===== config.mk =====
export PLATFORM = sky130hd
export DESIGN_NAME = reg_sel_encoder
export DESIGN_NICKNAME = d
export VERILOG_FILES = /design/src/rtl/reg_sel_pkg.sv /design/src/rtl/rr_pick16.sv /design/src/rtl/reg_sel_encoder.sv
export SDC_FILE = /design/constraint.sdc
export NUM_CORES = 1
export LEC_CHECK = 0
export BUFFER_PORTS_ARGS = -buffer_cell sky130_fd_sc_hd__buf_4
export CAP_MARGIN = 20
export CORE_AREA = 10 10 105 107
export CTS_BUF_LIST = sky130_fd_sc_hd__clkbuf_8
export DETAILED_ROUTE_END_ITERATION = 6
export DIE_AREA = 0 0 115 117
export SLEW_MARGIN = 10
export SYNTH_ARGS = -nofsm -noshare
export SYNTH_HDL_FRONTEND = slang
export SYNTH_HIERARCHICAL = 1
export SYNTH_SLANG_ARGS = --single-unit

===== constraint.sdc =====
create_clock -name clk -period 13.34 [get_ports clk]
set_input_delay 0 -clock clk [delete_from_list [all_inputs] [get_ports clk]]
set_output_delay 0 -clock clk [all_outputs]
set_load 0.05 [all_outputs]

===== src/rtl/reg_sel_pkg.sv =====
// Shared constants, state encoding and bit helpers for the register-select encoder.
package reg_sel_pkg;

    localparam int unsigned N     = 16;
    localparam int unsigned IDX_W = 4;
    localparam int unsigned CNT_W = 5;

    typedef enum logic {
        IDLE  = 1'b0,
        OFFER = 1'b1
    } state_t;

    function automatic logic [N-1:0] onehot16(input logic [IDX_W-1:0] idx);
        return N'(1) << idx;
    endfunction

    function automatic logic [CNT_W-1:0] popcnt16(input logic [N-1:0] v);
        logic [CNT_W-1:0] cnt;
        cnt = '0;
        for (int i = 0; i < N; i++) begin
            cnt = cnt + CNT_W'(v[i]);
        end
        return cnt;
    endfunction

endpackage


===== src/rtl/rr_pick16.sv =====
// Round-robin pick of the first set request at or after start (mod 16).
// REG_SEL_ENC_FIXED_PRIO_EN forces start to 0, giving lowest-index priority.
module rr_pick16
    import reg_sel_pkg::*;
(
    input  logic [N-1:0]     req,
    input  logic [IDX_W-1:0] start,
    output logic             found,
    output logic [IDX_W-1:0] idx
);

    logic [IDX_W-1:0] start_eff;
    logic [N-1:0]     rotated;
    logic [IDX_W-1:0] offset;

`ifdef REG_SEL_ENC_FIXED_PRIO_EN
    logic unused_start;
    assign unused_start = ^start;
    assign start_eff    = IDX_W'(0);
`else
    assign start_eff = start;
`endif

    // Rotate so that bit 'start' lands at position 0.
    assign rotated = (req >> start_eff) | (req << (IDX_W'(N - 1) - start_eff + 1'b1));

    // Lowest set bit of the rotated vector.
    always_comb begin
        found  = 1'b0;
        offset = '0;
        for (int i = N - 1; i >= 0; i--) begin
            if (rotated[i]) begin
                found  = 1'b1;
                offset = IDX_W'(i);
            end
        end
    end

    assign idx = IDX_W'(offset + start_eff);

endmodule


===== src/rtl/reg_sel_encoder.sv =====
// Encodes pending register-request lines into one 4-bit index per valid/ready transfer.
// Round-robin by default; REG_SEL_ENC_FIXED_PRIO_EN selects fixed lowest-index priority.
module reg_sel_encoder
    import reg_sel_pkg::*;
(
    input  logic             clk,
    input  logic             rst_n,
    input  logic [N-1:0]     req_in,
    input  logic             req_load,
    output logic [IDX_W-1:0] out_idx,
    output logic             out_valid,
    input  logic             out_ready,
    output logic [N-1:0]     pending,
    output logic [CNT_W-1:0] pend_cnt,
    output logic             busy
);

    state_t           state_q, state_d;
    logic [N-1:0]     pending_q, pending_d;
    logic [CNT_W-1:0] pend_cnt_q;
    logic [IDX_W-1:0] idx_q, idx_d;
    logic             valid_q, valid_d;
    logic [IDX_W-1:0] ptr_d;
    logic             acc;
    logic             pick_found;
    logic [IDX_W-1:0] pick_idx;

    assign acc       = valid_q & out_ready;
    assign pending_d = (pending_q & ~(acc ? onehot16(idx_q) : '0))
                     | (req_load ? req_in : '0);

`ifdef REG_SEL_ENC_FIXED_PRIO_EN
    assign ptr_d = IDX_W'(0);
`else
    logic [IDX_W-1:0] ptr_q;

    assign ptr_d = acc ? IDX_W'(idx_q + 1'b1) : ptr_q;

    always_ff @(posedge clk or negedge rst_n) begin
        if (!rst_n) begin
            ptr_q <= '0;
        end else begin
            ptr_q <= ptr_d;
        end
    end
`endif

    rr_pick16 u_pick (
        .req   (pending_d),
        .start (ptr_d),
        .found (pick_found),
        .idx   (pick_idx)
    );

    // Next-state and next-offer selection; out_idx only moves when idle or on accept.
    always_comb begin
        state_d = state_q;
        idx_d   = idx_q;
        valid_d = valid_q;
        case (state_q)
            IDLE: begin
                if (pick_found) begin
                    idx_d   = pick_idx;
                    valid_d = 1'b1;
                    state_d = OFFER;
                end
            end
            OFFER: begin
                if (acc) begin
                    if (pick_found) begin
                        idx_d = pick_idx;
                    end else begin
                        valid_d = 1'b0;
                        state_d = IDLE;
                    end
                end
            end
            default: begin
                valid_d = 1'b0;
                state_d = IDLE;
            end
        endcase
    end

    always_ff @(posedge clk or negedge rst_n) begin
        if (!rst_n) begin
            state_q    <= IDLE;
            pending_q  <= '0;
            pend_cnt_q <= '0;
            idx_q      <= '0;
            valid_q    <= 1'b0;
        end else begin
            state_q    <= state_d;
            pending_q  <= pending_d;
            pend_cnt_q <= popcnt16(pending_d);
            idx_q      <= idx_d;
            valid_q    <= valid_d;
        end
    end

    assign out_idx   = idx_q;
    assign out_valid = valid_q;
    assign pending   = pending_q;
    assign pend_cnt  = pend_cnt_q;
    assign busy      = valid_q | (|pending_q);

endmodule


Word-level counts from Yosys, hierarchy flattened
Index checks and enable logic that the tools add are counted.
- output and inout bits: 27
- flip-flop bits (word level): 31
- logic and storage cells: 85
- input port bits: 20
- multiplexer cells: 45
- reductions and logical operators: 2
- eq/ne operators: 3
- add/subtract/negate cells: 19
- bitwise gates (word level): 7
- shift operators: 3
- operator list (operator ; number):
    $mux 4 ; 19
    $add 5x1->5 ; 11
    $mux 16 ; 2
    $or 16x16->16 ; 2
    $mux 1 ; 21
    $and 16x16->16 ; 1
    $not 16->16 ; 1
    $reduce_or 16->1 ; 1
    $shl 1x4->16 const A ; 1
    $shl 16x4->16 ; 1
    $shr 16x4->16 ; 1
    $add 4x1->4 const B ; 2
    $pmux 4 s2 ; 1
    $add 4x1->5 ; 1
    $add 3x1->4 ; 1
    $add 4x4->4 ; 1
    $ne 2x2->1 const B ; 2
    $pmux 1 s2 ; 2
    $sub 4x4->4 const A ; 1
    $add 2x1->3 ; 1
    $reduce_and 3->1 ; 1
    $add 1x1->2 ; 1
    $ne 2x1->1 const B ; 1
    $and 1x1->1 ; 1
    other kinds (2) ; 2

Logic depth before layout (Yosys ltp)
Gate-level depths: netlist of the first run.
- depth after elaboration: 27
- mapped depth: 24
- depth with buffers taken out: 18

Modules after synthesis
The synthesis of the first run kept the hierarchy.
- by module, submodules not included (module ; instances ; area an instance (um^2) ; cells an instance):
    rr_pick16 ; 1 ; 2239.6 ; 232
    reg_sel_encoder ; 1 ; 1725.4 ; 149

Least setup slack after synthesis of the first run
No wires, ideal clock.
- path type: register -> register
- from: register idx_q[0] (netlist: out_idx[0])
- to: register idx_q[3] (netlist: out_idx[3])
- stages on the path, launching flop included: 23
- path buffers: 4
- setup time: 125 ps
- path slack: 8196 ps
- data arrival time: 5019 ps
- data required time: 13215 ps
- clock period less this slack: 5144 ps
- path through: dfrtp_1 -> inv_1 -> ha_1 -> mux2_2 -> buf_6 -> buf_6 -> buf_2 -> inv_1 -> ha_1 -> buf_4 -> mux4_2 -> mux2_2 -> a221oi_1 -> a31oi_2 -> a211oi_1 -> nor2_1 -> o21a_1 -> ha_1 -> a21o_1 -> a21oi_1 -> xnor2_1 -> xnor2_1 -> mux2_2
- elaborated cells between the ends (all ways): 48
- RTL lines (element ; RTL line ; text):
    start, declared ; reg_sel_encoder.sv:21 ; logic [IDX_W-1:0] idx_q, idx_d;
    start signal, assigned ; reg_sel_encoder.sv:96 ; idx_q <= idx_d;
    $add 4x1->4 (*) ; reg_sel_encoder.sv:37 ; assign ptr_d = acc ? IDX_W'(idx_q + 1'b1) : ptr_q;
    $mux 4 (*) ; reg_sel_encoder.sv:37 ;
    via ptr_d[1] ; reg_sel_encoder.sv:23 ; logic [IDX_W-1:0] ptr_d;
    $sub 4x4->4 ; rr_pick16.sv:25 ; assign rotated = (req >> start_eff) | (req << (IDX_W'(N - 1) - start_eff + 1'b1));
    $add 4x1->4 ; rr_pick16.sv:25 ;
    $shl 16x4->16 ; rr_pick16.sv:25 ;
    $or 16x16->16 ; rr_pick16.sv:25 ;
    $mux 4 (16 in series) ; rr_pick16.sv:32 ; if (rotated[i]) begin
    $add 4x4->4 (*) ; rr_pick16.sv:39 ; assign idx = IDX_W'(offset + start_eff);
    via pick_idx[3] ; reg_sel_encoder.sv:26 ; logic [IDX_W-1:0] pick_idx;
    $mux 4 (*) ; reg_sel_encoder.sv:62, reg_sel_encoder.sv:70 ;
    $mux 4 ; reg_sel_encoder.sv:69 ; if (acc) begin
    $pmux 4 s2 (*) ; reg_sel_encoder.sv:60 ; case (state_q)
Mark *: on every way through the listed nets, which the timed path passes. The rest lies on a longest branch. The select of a mux whose other input is x is not followed.
A chain may end at the register's enable or synchronous reset.

Worst setup path in the final report of the first run
Ends and elaborated chain as after synthesis.

==> flow_summary.yaml, run 1 <==
global_routing:
  grtUsageTotal_pct: 17.8
  grt_pass1_wl_um: 19100
  antenna_found_initial: 0
  grt_max_degree: 47
  grt.overflow.total: 0
  grt_pass1_vias: 3492
synthesis:
  synth_seq_area_share_pct: 19.6
  netlist_area_um2: 3970
  synth.avg_cell_area_um2: 10.4
  ys_types: 76
  synth_cells: 381
  ys_ff_latch: 31
  syn_nets: 427
  synth_edf_count: 0
  synth_warnings: 6
  ys_async_sr_fraction_pct: 100
  synth_ff_type: "dfrtp_1"
sta:
  fmax_mhz: 168
  layout_min_cycle_time_ps: 5940
  maxSlewViolCount: 0
  worst-slew-pin-transition_ps: 883
  slew_headroom_pct: 41.1
  setup_viol: 0
  final_hold_viol_count: 0
  grt_setup_unrepaired: "no"
  finClkSkew_ps: 2.84
  fin_crit_sh_pct: 44.6
  tns_ps: 0
clocking:
  ctsLongestPathBuffers: 2
  clkTransAtPathRegs_ps: 70
  clk-insertion-delay-late_ps: 280
  cts_setup_buffers: 0
  htree_levels: 2
  cts.sinks: 31
  root_buffer: "clkbuf_8"
  cts_tree: "yes"
  numCtsBuffers: 5
  cts_resized: 0
routing:
  vias: 3359
  top_layer: "met4"
  ant_nets: 0
  vias_per_cell: 6.45
  wl_per_cell_um: 22.6
  first_pass_iters: 5
  drt-total-wl_um: 11800
  wl_met3_um: 912
  drt_iter0_markers: 211
  drc_errors: 0
  drt-met1-wl_um: 4980
  met2_wirelength_um: 5500
floorplanning:
  rows: 35
  die_h_um: 117
  start_util_pct: 44.0
  core_um2: 9020
  io_pins: 47
  dieArea_um2: 13500
  die_w_um: 115
layout:
  layout_common_cells: "buf_4, nand2_1, dfrtp_1"
  area_delta_synth_final_pct: 10.8
  stdcell_area_um2: 4390
  final_nets: 456
  drive_gt1_share_pct: 30.7
  num_antenna_cells: 0
  mostFrequentLayoutCell: "buf_4"
  fillCellCount: 846
placed_design:
  io_buffers: 46
  place_area_um2: 4280
  post-dp-hpwl_um: 8700
  globalplace.congestion: 0.918
power_and_ir_drop:
  power_density_nw_per_um2: 44.4
  internal_power_w: 0.000144
  net-switching-power_w: 0.0000510
  p_sw_share_pct: 26.2
  peakVddDrop_mv: 0.0497
  sequentialPowerShare_pct: 49.9
  pwr-share-clk_pct: 39.3
  total_leakage_power_nw: 1.77
  p_comb_share_pct: 10.9
critical_path:
  cp_max_fo: 37
  ff2ff_path_depth: 18
  timing.rr.start: "out_idx[0]$_DFFE_PN0P_"
  required_ps: 13510
  r2r_end: "out_idx[3]$_DFFE_PN0P_"
  crit_type: "reg2reg"
  setup.worst_path.end_class: "flop"
  cp-start-kind: "flop"
  critPathLaunch: "out_idx[0]$_DFFE_PN0P_"
  cp_data_arrival_time_ps: 6110
  ff2ff_setup_slack_ps: 7400
min_path:
  hp-class: "in2async"
outcome:
  outcome: "completed"
flow_run:
  maxCapViolations: 0
worst max-delay path by stage:
stage                             end
6_report       out_idx[3]$_DFFE_PN0P_
4_1_cts        out_idx[3]$_DFFE_PN0P_
3_5_place_dp   out_idx[3]$_DFFE_PN0P_
5_1_grt        out_idx[3]$_DFFE_PN0P_
3_3_place_gp   out_idx[3]$_DFFE_PN0P_
2_1_floorplan  out_idx[3]$_DFFE_PN0P_
through the flow:
step / setup WS (ps) / power (W) / util [%] / instances / hold WS (ps)
2_1_floorplan: 8200 / 0.000109 / - / 381 / -296
4_1_cts: 7410 / 0.000196 / 48.7 / 521 / 198
3_5_place_dp: 7460 / 0.000120 / 47.5 / 512 / -40.5
5_1_grt: 7000 / 0.000202 / 48.7 / 521 / 215
3_3_place_gp: 7490 / 0.000120 / 47.5 / 512 / -34.2
6_report: 7400 / 0.000195 / 48.7 / 521 / 185
final cells by class:
class,count,area [um^2],share of cell area (%)
clock buffers,6,82.6,1.88
clock inverters,1,5.00,0.114
inverters,28,105,2.39
multi-input cells,293,2900,66.0
flip-flops and latches,31,776,17.7
well taps,111,139,3.16
repair buffers,51,388,8.83
flip-flops by register name, summed over array words and instances (netlist names):
register / count
state_q: 1
out_idx: 4
out_valid: 1
pend_cnt: 5
ptr_q: 4
pending: 16
what timing repair did:
action | in CTS | in global routing
hold endpoints to repair | 32 | 0
hold buffers | 2 | 0
endpoints found under the setup margin | 0 | 0
layer usage:
metal | global-route usage [%] | vias up
met3 | 3.36 | 24
met1 | 23.7 | 1659
met2 | 28.0 | 167
li1 | - | 1509
met5 | 0 | -
met4 | 7.18 | 0
kinds of logic after synthesis:
logic type | Yosys count | synth area share, %
DFF | 31 | 19.6
and+or+nand+nor | 106 | 15.7
muxes | 67 | 26.8
adders and majority gates | 26 | 10.3
buffers and inverters | 57 | 7.86
xor gates and xnor gates | 9 | 2.46
AOI/OAI and AO/OA | 85 | 17.4
worst max-delay path, stage by stage, from the launching register on:
cell,delay [ps]
dfrtp_1,540
inv_1,110
ha_1,290
mux2_2,730
inv_1,270
ha_1,890
mux4_2,610
mux2_2,290
a221oi_1,310
a31oi_2,130
a211oi_1,280
nor2_1,80
o21a_1,190
ha_1,260
a21o_1,170
a21oi_1,160
xnor2_1,160
xnor2_1,90
mux2_2,260
power groups by stage:
stage                Clock, W  Combinational (W)  Sequential, W
CTS                 0.0000779          0.0000214      0.0000972
floorplan                   0         0.00000759       0.000101
detailed placement          0          0.0000207      0.0000989
global placement            0          0.0000207      0.0000989
finish              0.0000765          0.0000212      0.0000972
global route        0.0000811          0.0000230      0.0000974
Yosys cell counts (4+ instances only):
cell / count / area (um^2)
a21oi_1: 11 / 55.1
a22o_1: 15 / 131
a22oi_1: 12 / 90.1
a31oi_1: 4 / 25.0
buf_2: 5 / 25.0
buf_4: 4 / 30.0
buf_6: 8 / 90.1
clkbuf_1: 11 / 41.3
dfrtp_1: 31 / 776
fa_1: 11 / 220
ha_1: 15 / 188
inv_1: 27 / 101
mux2_2: 16 / 180
mux2i_1: 21 / 210
mux4_2: 27 / 608
nand2_1: 37 / 139
nand2b_1: 9 / 56.3
nand3_1: 7 / 35.0
nand4_1: 4 / 25.0
nor2_1: 11 / 41.3
nor2b_1: 5 / 31.3
nor3_1: 4 / 20.0
nor3b_1: 4 / 30.0
o211ai_1: 4 / 30.0
o21ai_0: 8 / 40.0
xnor2_1: 7 / 61.3
(Power assumes the default switching activity.)
==> run 2, diff against run 1 <==
--- a/config.mk
+++ b/config.mk
@@ -11,6 +11,7 @@
 export CTS_BUF_LIST = sky130_fd_sc_hd__clkbuf_8
 export DETAILED_ROUTE_END_ITERATION = 6
 export DIE_AREA = 0 0 115 117
+export PLACE_DENSITY = 0.66
 export SLEW_MARGIN = 10
 export SYNTH_ARGS = -nofsm -noshare
 export SYNTH_HDL_FRONTEND = slang
==> constraint.sdc (replaced) <==
create_clock -name clk -period 5.4 [get_ports clk]
set_input_delay 0 -clock clk [delete_from_list [all_inputs] [get_ports clk]]
set_output_delay 0 -clock clk [all_outputs]
set_load 0.05 [all_outputs]
==> run 2 against run 1 <==
  * Via count grew 1.4%
  * Flip-flop and latch count is the same
  * Largest cell class unchanged
  * Sequential share of layout area shrank 0.14 points
  * Critical path depth shrank 1
  * Largest power group unchanged
  * Clock skew grew 4.5 ps
  * Core utilization grew 0.39 points
  * Critical endpoint unchanged
  * Hold slack lost 4.4 ps
  * Design area grew 0.80%
  * Setup slack lost 7100 ps
==> flow_summary.yaml, run 2 (synthesis gave the netlist of run 1 again) <==
placed_design:
  place_area_um2: 4310
  globalplace.congestion: 1.04
  post-dp-hpwl_um: 8900
  io_buffers: 46
layout:
  area_delta_synth_final_pct: 11.6
  mostFrequentLayoutCell: "buf_4"
  num_antenna_cells: 0
  fillCellCount: 824
  largest_reg_flops: 16
  drive_gt1_share_pct: 31.2
  layout_common_cells: "buf_4, nand2_1, dfrtp_1"
  stdcell_area_um2: 4430
  final_nets: 459
global_routing:
  grt_max_degree: 46
  grt_pass1_wl_um: 19300
  grt_pass1_vias: 3527
  grt.overflow.total: 0
  antenna_found_initial: 0
  grtUsageTotal_pct: 18.1
clocking:
  numCtsBuffers: 5
  cts.sinks: 31
  htree_levels: 2
  clk-insertion-delay-late_ps: 280
  clkTransAtPathRegs_ps: 70
  cts_resized: 0
  ctsLongestPathBuffers: 2
  root_buffer: "clkbuf_8"
  cts_tree: "yes"
floorplanning:
  core_um2: 9020
  io_pins: 47
  die_w_um: 115
  start_util_pct: 44.0
  rows: 35
  dieArea_um2: 13500
  die_h_um: 117
routing:
  drt-total-wl_um: 12000
  drc_errors: 0
  vias_per_cell: 6.49
  drt_iter0_markers: 265
  wl_per_cell_um: 22.9
  first_pass_iters: 6
  ant_nets: 0
  vias: 3405
power_and_ir_drop:
  peakVddDrop_mv: 0.114
  power_density_nw_per_um2: 112
  total_leakage_power_nw: 1.80
  p_total_w: 0.000495
sta:
  maxSlewViolCount: 0
  final_hold_viol_count: 0
  finClkSkew_ps: 7.31
  fmax_mhz: 197
  tns_ps: 0
  slew_headroom_pct: 50.1
  worst-slew-pin-transition_ps: 744
  holdWs_ps: 180
  layout_min_cycle_time_ps: 5070
  setup_viol: 0
  fin_crit_sh_pct: 94.0
  grt_setup_unrepaired: "no"
critical_path:
  cp-start-kind: "flop"
  cp_max_fo: 20
  required_ps: 5560
  setup.worst_path.end_class: "flop"
  cp_data_arrival_time_ps: 5230
  crit_type: "reg2reg"
outcome:
  outcome: "completed"
flow_run:
  maxCapViolations: 0
min_path:
  hp-class: "in2async"
run 2: changes by cell type in the layout (fill, tap and decap cells not counted):
cell,before,now
inv_1,27,28
buf_4,49,52
clkinv_2,1,0
clkbuf_8,6,7
run 2: worst paths after layout:
path / from / endpoint / slack (ps) / cells past startpoint
setup / recovery: out_idx[0]$_DFFE_PN0P_ / out_idx[3]$_DFFE_PN0P_ / 330 / 17
hold / removal: rst_n / state_q$_DFF_PN0_ / 180 / 2
setup reg to reg: out_idx[0]$_DFFE_PN0P_ / out_idx[3]$_DFFE_PN0P_ / 330 / 17
hold reg to reg: state_q$_DFF_PN0_ / out_valid$_DFFE_PN0P_ / 520 / 1
max in group asynchronous: rst_n / pend_cnt[1]$_DFF_PN0_ / 4930 / 2
min in group clk: req_in[0] / pending[0]$_DFF_PN0_ / 230 / 2
run 2: what timing repair did:
item / in CTS / in global routing
hold endpoints to repair: 32 / 0
buffers inserted: 0 / 0
hold buffers: 2 / 0
run 2: layer usage:
layer	track usage, %	wire length, um
met4	7.51	375
met1	23.0	4910
met3	4.18	1110
met5	0	0
met2	28.9	5640
run 2: final cells by class:
| cell class | count | area, um^2 | share of cell area (%) |
|---|---|---|---|
| Clock inverter | 1 | 3.75 | 0.0848 |
| Timing Repair Buffer | 54 | 410 | 9.27 |
| Inverter | 28 | 105 | 2.37 |
| Clock buffer | 7 | 96.3 | 2.18 |
| Multi-Input combinational cell | 293 | 2900 | 65.4 |
| Tap cell | 111 | 139 | 3.14 |
| Sequential cell | 31 | 776 | 17.5 |
run 2: critical path: stages, from the launching register on:
cell and delay, ps:
dfrtp_1 470, ha_1 260, ha_1 290, o21ai_2 470
buf_4 390, clkinv_1 370, a21oi_1 410, o211ai_1 130
a211o_1 390, nor3b_1 170, a2111oi_0 420, nor2_1 130
ha_1 220, a21o_1 150, a21oi_1 160, xnor2_1 150
xnor2_1 90, mux2_2 260
run 2: metrics by stage:
stage               setup WS, ps  cells  util, %
floorplan                    256    381        -
CTS                          361    525     49.1
global route                60.1    525     49.1
finish                       326    525     49.1
detailed placement           404    515     47.7
global placement             317    515     47.7
run 2: where the power goes:
group	switching [W]	total, W	internal (W)
Clock	0.0000878	0.000202	0.000114
Sequential	0.00000484	0.000239	0.000234
Combinational	0.0000326	0.0000540	0.0000214
==> run 3, diff against run 2 <==
--- a/config.mk
+++ b/config.mk
@@ -8,7 +8,6 @@
 export BUFFER_PORTS_ARGS = -buffer_cell sky130_fd_sc_hd__buf_4
 export CAP_MARGIN = 20
 export CORE_AREA = 10 10 105 107
-export CTS_BUF_LIST = sky130_fd_sc_hd__clkbuf_8
 export DETAILED_ROUTE_END_ITERATION = 6
 export DIE_AREA = 0 0 115 117
 export PLACE_DENSITY = 0.66
==> run 3 against run 2 <==
  * Non-clock buffer count unchanged
  * Clock skew hardly changed
  * First-iteration DRC count shrank 1.1%
  * Count of clock-buffer cells in the layout rose by 1
  * Clock power about the same
  * Critical path type unchanged
  * Maximum frequency is 0.35% lower
  * Die area did not move
  * Routed wire length is 0.22% lower
  * Cell count is the same
  * Sequential power barely moved
==> flow_summary.yaml, run 3 (synthesis gave the netlist of run 1 again) <==
critical_path:
  timing.rr.start: "out_idx[0]$_DFFE_PN0P_"
  critPathLaunch: "out_idx[0]$_DFFE_PN0P_"
  r2r_end: "out_idx[3]$_DFFE_PN0P_"
  cp_cell_sequence: "ha_1, ha_1, o21ai_2, buf_4, clkinv_1, a21oi_1, o211ai_1, a211o_1, nor3b_1, a2111oi_0, nor2_1, ha_1, a21o_1, a21oi_1, xnor2_1, xnor2_1, mux2_2"
  ff2ff_path_depth: 17
  path_buf_inv: 2
  cp-start-kind: "flop"
  setup.worst_path.end_class: "flop"
  crit_type: "reg2reg"
  cp_data_arrival_time_ps: 5250
  cp_max_fo: 20
  path_delay_family: "compound AO/OA/AOI/OAI gates"
  ff2ff_setup_slack_ps: 310
  required_ps: 5560
  crit_slowest_cell: "dfrtp_1"
  crit_top_cell: "ha_1"
  cpPeakStageDelay_ps: 470
sta:
  slew_headroom_pct: 50.8
  grt_setup_unrepaired: "no"
  layout_min_cycle_time_ps: 5090
  setup_viol: 0
  finClkSkew_ps: 7.32
  final_hold_viol_count: 0
  maxSlewViolCount: 0
  tns_ps: 0
  worst-slew-pin-transition_ps: 732
  fin_crit_sh_pct: 94.3
  fmax_mhz: 196
clocking:
  clkTransAtPathRegs_ps: 70
  cts_tree: "yes"
  root_buffer: "clkbuf_8"
  hold_buffers: 2
  cts.sinks: 31
  htree_levels: 2
  numCtsBuffers: 5
  cts_setup_buffers: 0
  clk-insertion-delay-late_ps: 280
  cts_resized: 0
  ctsLongestPathBuffers: 2
layout:
  fillCellCount: 824
  final_nets: 459
  area_delta_synth_final_pct: 11.6
  layout_common_cells: "buf_4, nand2_1, dfrtp_1"
  stdcell_count: 525
  drive_gt1_share_pct: 31.2
  num_antenna_cells: 0
  mostFrequentLayoutCell: "buf_4"
  largest_reg_flops: 16
routing:
  wl_per_cell_um: 22.9
  drt-total-wl_um: 12000
  ant_nets: 0
  vias_per_cell: 6.46
  vias: 3393
  drc_errors: 0
  drt_iter0_markers: 262
  first_pass_iters: 6
floorplanning:
  core_um2: 9020
  die_w_um: 115
  io_pins: 47
  dieArea_um2: 13500
  start_util_pct: 44.0
  die_h_um: 117
  rows: 35
global_routing:
  grt.overflow.total: 0
  grtUsageTotal_pct: 18.1
  grt_pass1_vias: 3527
  grt_max_degree: 46
  antenna_found_initial: 0
  grt_pass1_wl_um: 19300
placed_design:
  dp.cells: 515
  post-dp-hpwl_um: 8900
  globalplace.congestion: 1.04
  io_buffers: 46
min_path:
  hp-class: "in2async"
power_and_ir_drop:
  peakVddDrop_mv: 0.114
  total_leakage_power_nw: 1.79
  power_density_nw_per_um2: 112
outcome:
  outcome: "completed"
flow_run:
  maxCapViolations: 0
==> run 3: cell types whose count changed in the layout (fill, tap and decap cells not counted) <==
cell | previous run | this run
clkbuf_1 | 0 | 1
inv_1 | 28 | 27
==> run 3: area by class of cell <==
class	instances	area (um^2)	area share, %
sequential	31	776	17.5
inverter	28	105	2.37
multi-input combinational	293	2900	65.4
timing repair buffer	54	410	9.27
tap	111	139	3.14
clock buffer	8	100	2.26
==> run 3: how the worst max path moves through the flow <==
stage	end	slack (ps)	cells after the start
2_1_floorplan	out_idx[3]$_DFFE_PN0P_	260	22
3_3_place_gp	out_idx[3]$_DFFE_PN0P_	320	19
3_5_place_dp	out_idx[3]$_DFFE_PN0P_	400	19
6_report	out_idx[3]$_DFFE_PN0P_	310	17
4_1_cts	out_idx[3]$_DFFE_PN0P_	360	19
5_1_grt	out_idx[3]$_DFFE_PN0P_	60	17
==> run 3: per-layer routing <==
metal	track usage [%]	vias up	share of wire, %
met3	4.18	29	9.4
met1	23.0	1659	41
met2	28.9	195	47
met5	0	-	0
met4	7.51	0	3.1
li1	-	1510	-
==> run 3: metrics by stage <==
step	utilization [%]	hold slack [ps]	worst slack (ps)	instance area [um^2]	power [W]
2_1_floorplan	-	-296	256	3970	0.000269
3_3_place_gp	47.7	-43.5	317	4310	0.000296
3_5_place_dp	47.7	-41.2	404	4310	0.000297
4_1_cts	49.1	187	362	4430	0.000505
5_1_grt	49.1	216	60.3	4430	0.000521
6_report	49.1	180	308	4430	0.000497
==> run 3: report_power, final <==
group | total [W] | switching [W] | leakage (nW) | internal (W)
Sequential | 0.000239 | 0.00000486 | 0.336 | 0.000234
Combinational | 0.0000539 | 0.0000325 | 1.40 | 0.0000214
Clock | 0.000204 | 0.0000878 | 0.0515 | 0.000116
Total | 0.000497 | 0.000125 | 1.79 | 0.000372
